<file path="src/rtl/cmd_scheduler.sv">
// -----------------------------------------------------------------------------
// cmd_scheduler
// Pops 80-bit commands from the command FIFO. Each command is held until the
// global_clock time stamp falls due, then it is presented to the pin units on
// a valid/ready bus. Only one command is in flight at a time.
//
// Command word layout:
//   [79:48] start_time  [47:32] unit_addr  [31:16] unit_cmd  [15:0] unit_data
//
// Ports
//   clk, rst          clock; synchronous active-high reset
//   fifo_dout         FIFO read data, valid the cycle after fifo_rd_en
//   fifo_empty        FIFO empty flag
//   fifo_rd_en        FIFO pop strobe (never asserted while fifo_empty)
//   global_clock      free-running 32-bit timebase
//   flush             abort current command and drain the FIFO
//   unit_addr/cmd/data  captured command fields, stable while unit_valid
//   unit_valid        command presented to the units
//   unit_ready        unit accepts the presented command
//   busy              high in any state other than IDLE
//   late_count        saturating count of issues later than LATE_THRESHOLD
//   timeout_count     saturating count of commands dropped on ack timeout
// -----------------------------------------------------------------------------
module cmd_scheduler #(
    parameter int unsigned ACK_TIMEOUT    = 1024,
    parameter int unsigned LATE_THRESHOLD = 4
) (
    input  logic        clk,
    input  logic        rst,
    input  logic [79:0] fifo_dout,
    input  logic        fifo_empty,
    output logic        fifo_rd_en,
    input  logic [31:0] global_clock,
    input  logic        flush,
    output logic [15:0] unit_addr,
    output logic [15:0] unit_cmd,
    output logic [15:0] unit_data,
    output logic        unit_valid,
    input  logic        unit_ready,
    output logic        busy,
    output logic [15:0] late_count,
    output logic [15:0] timeout_count
);

    localparam int unsigned TW = (ACK_TIMEOUT > 2) ? $clog2(ACK_TIMEOUT) : 1;

    typedef enum logic [2:0] {
        S_IDLE,
        S_LATCH,
        S_WAIT,
        S_ISSUE,
        S_DRAIN,
        S_DRAIN_GAP
    } state_t;

    state_t        state_q, state_d;
    logic [31:0]   start_q;
    logic [15:0]   addr_q, cmd_q, data_q;
    logic [15:0]   late_q, tmo_q;
    logic [TW-1:0] tcnt_q, tcnt_d;

    logic          rd_en;
    logic          cap_en;
    logic          late_inc;
    logic          tmo_inc;
    logic [31:0]   diff;

    // Modular difference: bit 31 clear means the time stamp is due, which
    // also covers a start_time that lies just past a global_clock wrap.
    assign diff = global_clock - start_q;

    always_comb begin
        state_d  = state_q;
        tcnt_d   = tcnt_q;
        rd_en    = 1'b0;
        cap_en   = 1'b0;
        late_inc = 1'b0;
        tmo_inc  = 1'b0;
        unique case (state_q)
            S_IDLE: begin
                if (flush) begin
                    if (!fifo_empty) state_d = S_DRAIN;
                end else if (!fifo_empty) begin
                    rd_en   = 1'b1;
                    state_d = S_LATCH;
                end
            end
            S_LATCH: begin
                if (flush) begin
                    state_d = S_DRAIN;
                end else begin
                    cap_en  = 1'b1;
                    state_d = (fifo_dout[31:16] == 16'h0000) ? S_IDLE : S_WAIT;
                end
            end
            S_WAIT: begin
                if (flush) begin
                    state_d = S_DRAIN;
                end else if (!diff[31]) begin
                    state_d  = S_ISSUE;
                    tcnt_d   = '0;
                    late_inc = (diff > 32'(LATE_THRESHOLD));
                end
            end
            S_ISSUE: begin
                // A handshake in the same cycle as flush still completes;
                // flush only redirects the next state.
                if (flush) begin
                    state_d = S_DRAIN;
                end else if (unit_ready) begin
                    state_d = S_IDLE;
                end else if (tcnt_q == TW'(ACK_TIMEOUT - 1)) begin
                    state_d = S_IDLE;
                    tmo_inc = 1'b1;
                end else begin
                    tcnt_d = tcnt_q + 1'b1;
                end
            end
            S_DRAIN: begin
                if (fifo_empty) begin
                    state_d = S_IDLE;
                end else begin
                    rd_en   = 1'b1;
                    state_d = S_DRAIN_GAP;
                end
            end
            S_DRAIN_GAP: begin
                // Popped data arrives here and is discarded.
                state_d = S_DRAIN;
            end
            default: state_d = S_IDLE;
        endcase
    end

    always_ff @(posedge clk) begin
        if (rst) begin
            state_q <= S_IDLE;
            start_q <= '0;
            addr_q  <= '0;
            cmd_q   <= '0;
            data_q  <= '0;
            late_q  <= '0;
            tmo_q   <= '0;
            tcnt_q  <= '0;
        end else begin
            state_q <= state_d;
            tcnt_q  <= tcnt_d;
            if (cap_en) begin
                start_q <= fifo_dout[79:48];
                addr_q  <= fifo_dout[47:32];
                cmd_q   <= fifo_dout[31:16];
                data_q  <= fifo_dout[15:0];
            end
            if (late_inc && (late_q != '1)) late_q <= late_q + 16'd1;
            if (tmo_inc && (tmo_q != '1))   tmo_q  <= tmo_q + 16'd1;
        end
    end

    // Strobes are gated by rst so nothing is popped or presented while the
    // synchronous reset is being applied.
    assign fifo_rd_en    = rd_en && !rst;
    assign unit_valid    = (state_q == S_ISSUE) && !rst;
    assign busy          = (state_q != S_IDLE) && !rst;
    assign unit_addr     = addr_q;
    assign unit_cmd      = cmd_q;
    assign unit_data     = data_q;
    assign late_count    = late_q;
    assign timeout_count = tmo_q;

endmodule

</file>
<file path="config.mk">
export PLATFORM = sky130hd
export DESIGN_NAME = cmd_scheduler
export DESIGN_NICKNAME = d
export VERILOG_FILES = /design/src/rtl/cmd_scheduler.sv
export SDC_FILE = /design/constraint.sdc
export NUM_CORES = 1
export LEC_CHECK = 0
export CORE_MARGIN = 3
export CORE_UTILIZATION = 32
export CTS_CLUSTER_SIZE = 24
export DETAILED_ROUTE_END_ITERATION = 16
export GPL_TIMING_DRIVEN = 0
export PLACE_DENSITY = 0.62
export SLEW_MARGIN = 25
export SYNTH_ARGS = -nofsm -noshare
export SYNTH_HDL_FRONTEND = slang
export SYNTH_SLANG_ARGS = --single-unit
</file>
<file path="constraint.sdc">
create_clock -name clk -period 2.9 [get_ports clk]
set_input_delay 0.29 -clock clk [delete_from_list [all_inputs] [get_ports clk]]
set_output_delay 0.29 -clock clk [all_outputs]
set_load 0.02 [all_outputs]
</file>
==> results of run 1 <==
## registers in the layout, summed over array words and instances (netlist names)
register       count
unit_cmd          16
timeout_count     16
tcnt_q            10
unit_data         16
late_count        16
state_q            3
start_q           32
unit_addr         16
## layout make-up
| type | instances | area, um2 | share of cell area, % |
|---|---|---|---|
| diodes | 3 | 7.51 | 0.0678 |
| plain buffers | 44 | 244 | 2.20 |
| repair buffers | 239 | 2330 | 21.1 |
| clock inverters | 14 | 124 | 1.12 |
| clock buffers | 18 | 429 | 3.88 |
| well taps | 280 | 350 | 3.16 |
| multi-input cells | 735 | 4880 | 44.1 |
| flip-flops and latches | 125 | 2510 | 22.7 |
| inverters | 47 | 184 | 1.66 |
## Yosys cell counts (all sizes together), types with 5 or more instances
master	count
a211oi	7
a21o	10
a21oi	123
and2	7
and3	8
and4	6
buf	12
clkbuf	38
dfxtp	125
ha	34
inv	47
mux2	10
mux2i	5
nand2	209
nand3	23
nand4	22
nor2	69
nor2b	16
nor3	25
nor3b	6
nor4	8
o211ai	8
o21a	5
o21ai	28
or3	11
xnor2	21
xor2	13
## through the flow
step	instance area [um2]	util, %	setup slack [ns]
final	11100	50.3	-0.387
after global placement	9610	43.6	-1.04
after detailed placement	9610	43.6	-1.06
after CTS	10800	49.1	-0.318
after global routing	11100	50.2	-0.471
after floorplan	7270	-	-0.107
## cells by family (layout without fill, tap and decap cells)
kind of cell               after synthesis  after routing  share of synthesized area, %
AOI/OAI and AO/OA                      225            225                          19.1
xor gates and xnor gates                34             34                          4.11
adders and majority gates               35             35                          6.15
buffers and inverters                   97            362                          5.65
DFF                                    125            125                          34.5
muxes                                   15             15                          2.71
other                                    0              3                             0
and+or+nand+nor                        426            426                          27.7
## routing by layer
layer | vias up | GRT usage, % | wire length (um)
met2 | 178 | 32.3 | 11500
li1 | 3839 | - | -
met3 | 26 | 5.92 | 1560
met4 | 6 | 5.13 | 292
met1 | 3611 | 24.3 | 10500
met5 | - | 0 | 23
## repair_timing
| item | CTS | global route |
|---|---|---|
| pin swaps | 30 | 36 |
| gates cloned | 0 | 1 |
| hold endpoints to repair | 0 | 0 |
| setup endpoints to repair | 28 | 35 |
| buffers inserted | 30 | 9 |
| gates resized for setup | 100 | 42 |
## report_power, final
part	internal (mW)	switching (mW)	total [mW]
Sequential	1.75	0.0159	1.76
Clock	1.18	0.824	2.00
Combinational	0.426	0.448	0.874
## placed cells by master (no fill, tap or decap), types with 20 or more instances in the layout
cell type,instances
buf_4,33
clkdlybuf4s50_1,196
a21oi_1,109
nand2_1,204
o21ai_0,20
nand3_1,20
clkbuf_1,31
dfxtp_1,117
inv_1,42
xnor2_1,21
nand4_1,22
nor2_1,62
## worst max-delay path by stage
stage / slack, ns / end / startpoint
2_1_floorplan: -0.11 / late_count[10] / start_q[8]
3_3_place_gp: -1.04 / late_count[6] / global_clock[20]
3_5_place_dp: -1.06 / late_count[6] / global_clock[20]
4_1_cts: -0.32 / late_count[10] / start_q[8]
5_1_grt: -0.47 / late_count[11] / start_q[10]
6_report: -0.39 / late_count[7] / start_q[10]
## critical path: cells and delay by family (launching register included)
family,cells,cell delay [ns]
adder cells (fa/ha/maj),1,0.26
AND/OR/NAND/NOR,5,1.27
buffers and inverters,2,0.22
multiplexers,1,0.28
flip-flops,1,0.33
AO/OA/AOI/OAI,4,0.82
==> metrics.md, run 1 <==
| Metric | Value |
|---|---|
| Status | `finished with violations` |
| Failing checks | `negative setup slack` |
| Reg2Reg Depth | `13` |
| Syn avg cell area | `7.57 um2` |
| Max Cap Viol | `0` |
| Post-synthesis sequential area ratio | `34.5%` |
| CTS tree | `yes` |
| Final period utilization | `113%` |
| RSZ-0062 raised after global routing | `true` |
| DR WL/cell | `15.9 um` |
| Final worst slack | `-0.387 ns` |
| Pin count of the biggest net entering global routing | `17` |
| Io pins | `200` |
| Core box area | `0.0220 mm2` |
| Inst Count DP | `1436` |
| Starting density of the core | `32.9%` |
| Hpwl dp | `17.6 mm` |
| Clk_lat worst skew | `0.42 ns` |
| Reg2reg start | `start_q[10]` |
| Count of input and output buffers | `199` |
| Async SR Flop Fraction | `0%` |
| Fin crit period | `3.29 ns` |
| Total die area | `0.0245 mm2` |
| CP max stage cell | `or3_4` |
| Fmax | `0.304 GHz` |
| CP cell instances | `inv_2 > ha_4 > a21oi_4 > o21ai_2 > or3_4 > o211ai_4 > nand2_2 > or3_4 > a2111oi_4 > and4_4 > clkbuf_16 > nor3_2 > mux2_4` |
| Crit path launch type | `flop` |
| Post-synth EDFFs | `0` |
| CP Max Fanout | `5` |
| First-pass GRT wire length | `38.3 mm` |
| Routed Antenna Nets | `0` |
| CTS buffer count | `17` |
| Final Power | `4.63 mW` |
| Final #Nets | `1361` |
| Final instance count without filler cells | `1505` |
| Share of cells above drive strength 1 | `17.0%` |
| Synth area leader | `dfxtp_1` |
| Post-Syn Area | `0.00724 mm2` |
| Fill count | `2162` |
| Peak VDD IR | `0.000404 V` |
| Fin Setup TNS | `-5.72 ns` |
| Initial antenna violation count | `5` |
| Lkg Pwr | `3.81 nW` |
| H-tree levels | `4` |
| Gpl congestion | `0.881` |
| Final-report hold violation count | `0` |
| Clk pin slew, worst setup/hold paths | `0.06 ns` |
| # rows | `54` |
| Largest cells by area after synthesis | `dfxtp_1, nand2_1, a21oi_1, ha_1, nor2_1` |
| WHS Endpoint | `unit_data[6]` |
| Worst-case hold slack | `0.416 ns` |
| Pins Over Slew Limit | `0` |
| Worst Path Required | `3.21 ns` |
| Synthesized flop and latch total | `125` |
| Worst slew pin tran | `0.774 ns` |
| Die width | `156 um` |
| FF-to-FF End | `late_count[7]` |
| Cell count after synthesis | `957` |
| GRT Residual Overflow | `0` |
| Layout Skew | `0.0135 ns` |
| Setup CP Type | `reg -> reg` |
| Area Growth Syn to Fin | `52.8%` |
| # hold bufs at CTS | `0` |
| Cell variety after synth | `77` |
| Via/cell ratio | `5.09` |
| Pwr/cell area | `419 mW/mm2` |
| # setup viols final | `22` |
| Main synth FF type | `dfxtp_1` |
| Crit path largest cell delay | `0.40 ns` |
| Vias in the first global route | `7538` |
| Number of DRC markers in iteration 0 | `425` |
| Worst Hold Class | `in -> reg` |
| Clk sinks | `125` |
| Endpoint type of the worst setup path | `flop` |
| FF-to-FF setup slack | `-0.39 ns` |
| Clk Tree Root Cell | `clkbuf_16` |
| Slew HR | `48.0%` |
| Top cell by count, worst path | `or3_4` |
| Hold path depth | `3` |
| Post-Route WL | `23.9 mm` |
| Critical path arrival | `3.59 ns` |
| Hold path start | `fifo_dout[6]` |
| Die extent in y | `156 um` |
| Via count | `7660` |
| Max clock buf depth | `2` |
| Tot GR Track Use | `19.3%` |
| Syn_nets | `1109` |
| Syn. warnings | `0` |
| Area share of the largest cell type after synthesis | `34.5%` |
| DRC viols | `0` |
| Drt pass-1 iters | `4` |
Power figures use the tool's default switching activity.
==> run 2, diff against run 1 <==
--- a/config.mk
+++ b/config.mk
@@ -6,12 +6,13 @@
 export NUM_CORES = 1
 export LEC_CHECK = 0
 export CORE_MARGIN = 3
-export CORE_UTILIZATION = 32
+export CORE_UTILIZATION = 44
 export CTS_CLUSTER_SIZE = 24
 export DETAILED_ROUTE_END_ITERATION = 16
 export GPL_TIMING_DRIVEN = 0
-export PLACE_DENSITY = 0.62
+export PLACE_DENSITY = 0.8
 export SLEW_MARGIN = 25
 export SYNTH_ARGS = -nofsm -noshare
 export SYNTH_HDL_FRONTEND = slang
 export SYNTH_SLANG_ARGS = --single-unit
+export TNS_END_PERCENT = 20
==> run 2 against run 1 <==
  * The run still ends with negative setup slack left
  * Worst hold slack got worse by 0.0032 ns
  * Wire length decreased by 1.4%
  * Total power increased by 4.8%
  * Maximum frequency barely moved
==> metrics.md, run 2 (same netlist as run 1, synthesis figures left out) <==
| Metric | Value |
|---|---|
| Status | `finished with violations` |
| Failing checks | `negative setup slack` |
| CTS tree | `yes` |
| Area after DPL | `0.00952 mm2 (-0.96%)` |
| Initial antenna violation count | `2 (-3)` |
| Layout Skew | `0.00761 ns (-0.00584 ns)` |
| WHS Endpoint | `start_q[8]` |
| Final-report hold violation count | `0 (unchanged)` |
| Most frequent cells in the layout | `nand2_1, clkdlybuf4s50_1, dfxtp_1` |
| Setup WS pre-CTS | `-1.11 ns (-0.0511 ns)` |
| Hold path depth | `3 (unchanged)` |
| Worst slew pin tran | `1.33 ns (+0.558 ns)` |
| Most common cell after layout, fill and taps aside | `nand2_1` |
| Final Power | `4.86 mW (+4.8%)` |
| Crit path launch type | `input port` |
| Final worst slack | `-0.387 ns (+0.0000190 ns)` |
| Clk pin slew, worst setup/hold paths | `0.06 ns (about the same)` |
| H-tree levels | `4 (unchanged)` |
| Tot GR Track Use | `25.0% (+5.7 points)` |
| Number of DRC markers in iteration 0 | `534 (+26%)` |
| Count of input and output buffers | `199 (unchanged)` |
| Lkg Pwr | `3.81 nW (about the same)` |
| Pwr/cell area | `442 mW/mm2 (+5.5%)` |
| Critical path arrival | `3.59 ns (about the same)` |
| Post-Route WL | `23.6 mm (-1.4%)` |
| Pin count of the biggest net entering global routing | `17 (unchanged)` |
| Final instance count without filler cells | `1439 (-4.4%)` |
| Total die area | `0.0180 mm2 (-26%)` |
| Routed Antenna Nets | `0 (unchanged)` |
| CTS buffer count | `17 (unchanged)` |
| Worst-case hold slack | `0.413 ns (-0.00316 ns)` |
| Max clock buf depth | `2 (unchanged)` |
| Gpl congestion | `0.885 (+0.47%)` |
| Final Instance Area | `0.0110 mm2 (-0.67%)` |
| First-pass GRT wire length | `36.7 mm (-4.1%)` |
| FF-to-FF setup slack | `-0.37 ns (+0.02 ns)` |
| Pins Over Slew Limit | `0 (unchanged)` |
| GRT Residual Overflow | `0 (unchanged)` |
| Largest Register | `start_q` |
| Via count | `7856 (+2.6%)` |
| Fmax | `0.304 GHz (about the same)` |
| Share of cells above drive strength 1 | `16.1% (-0.90 points)` |
| Reg2Reg Depth | `17 (+4)` |
| Clk_lat worst skew | `0.42 ns (about the same)` |
| # rows | `46 (-15%)` |
| DRC viols | `0 (unchanged)` |
| Core box area | `0.0160 mm2 (-27%)` |
| Io pins | `200 (unchanged)` |
| Max reg flops | `32 (unchanged)` |
| DR WL/cell | `16.4 um (+3.1%)` |
| Peak VDD IR | `0.000347 V (-14%)` |
| Final #Nets | `1363 (+0.15%)` |
| Slew HR | `10.4% (-38 points)` |
| Reg2reg start | `start_q[14]` |
| Hold path start | `fifo_dout[56]` |
| Inst Count DP | `1372 (-4.5%)` |
| Die extent in y | `134 um (-14%)` |
| Via/cell ratio | `5.46 (+7.3%)` |
| RSZ-0062 raised after global routing | `true` |
| Vias in the first global route | `7507 (-0.41%)` |
| Util after Layout | `68.7% (+18 points)` |
| # setup viols final | `25 (+14%)` |
| Fin Setup TNS | `-6.39 ns (-0.678 ns)` |
| Area Growth Syn to Fin | `51.8%` |
| Clk sinks | `125 (unchanged)` |
| Final period utilization | `113% (about the same)` |
| Fin crit period | `3.29 ns (-0.0000190 ns)` |
| Worst Path Required | `3.20 ns (about the same)` |
| CP Max Fanout | `9 (+4)` |
| Max Cap Viol | `0 (unchanged)` |
| # hold bufs at CTS | `0 (unchanged)` |
| Drt pass-1 iters | `5 (+1)` |
| Hpwl dp | `16.9 mm (-3.8%)` |
| Worst Hold Class | `in -> reg` |
| Clk Tree Root Cell | `clkbuf_16` |
| FF-to-FF End | `late_count[15]` |
| Die width | `134 um (-14%)` |
| Starting density of the core | `45.3% (+12 points)` |
| Setup CP Type | `in -> reg` |
| Endpoint type of the worst setup path | `flop` |
-- run 2: what timing repair did --
item / 4_1_cts / 5_1_grt
endpoints found under the setup margin: 29 / 32
resized for setup: 55 / 74
buffers inserted: 27 / 14
pin swaps: 29 / 33
-- run 2: layout make-up --
cell class,count,area (um2)
antenna,1,2.50
buffer,47,253
clock buffer,24,502
clock inverter,6,108
fill,1314,5000
inverter,47,179
multi-input combinational,735,4860
sequential,125,2510
tap,216,270
timing repair buffer,238,2310
-- run 2: worst max-delay path by stage --
stage	startpoint	endpoint	slack (ns)	cells past startpoint
after floorplan	start_q[8]	late_count[10]	-0.11	14
after global placement	global_clock[4]	late_count[6]	-1.02	13
after detailed placement	global_clock[4]	late_count[6]	-1.11	13
after CTS	start_q[8]	late_count[9]	-0.40	14
after global routing	start_q[25]	late_count[9]	-0.48	12
final	global_clock[19]	late_count[9]	-0.39	14
-- run 2: critical path: stages --
cell	delay [ns]
clkdlybuf4s50_1	0.48
ha_1	0.31
buf_2	0.19
nand4_1	0.18
or3_4	0.40
a211oi_4	0.24
nor3_2	0.09
xor2_1	0.15
nand3_1	0.11
nor4_2	0.31
and4_4	0.33
buf_12	0.15
nor3_2	0.05
mux2_4	0.30
-- run 2: routing by layer --
| layer | wire length (um) | global-route usage, % | part of all wire [%] | vias to the layer above |
|---|---|---|---|---|
| met5 | 9 | 0 | 0.038 | - |
| met4 | 555 | 8.88 | 2.4 | 2 |
| met3 | 1560 | 6.79 | 6.6 | 56 |
| met2 | 11900 | 43.9 | 50 | 290 |
| met1 | 9580 | 29.3 | 41 | 3667 |
| li1 | - | - | - | 3841 |
-- run 2: report_power, final --
group | switching, mW | internal (mW)
Combinational | 0.458 | 0.431
Clock | 0.750 | 1.45
Sequential | 0.0164 | 1.75
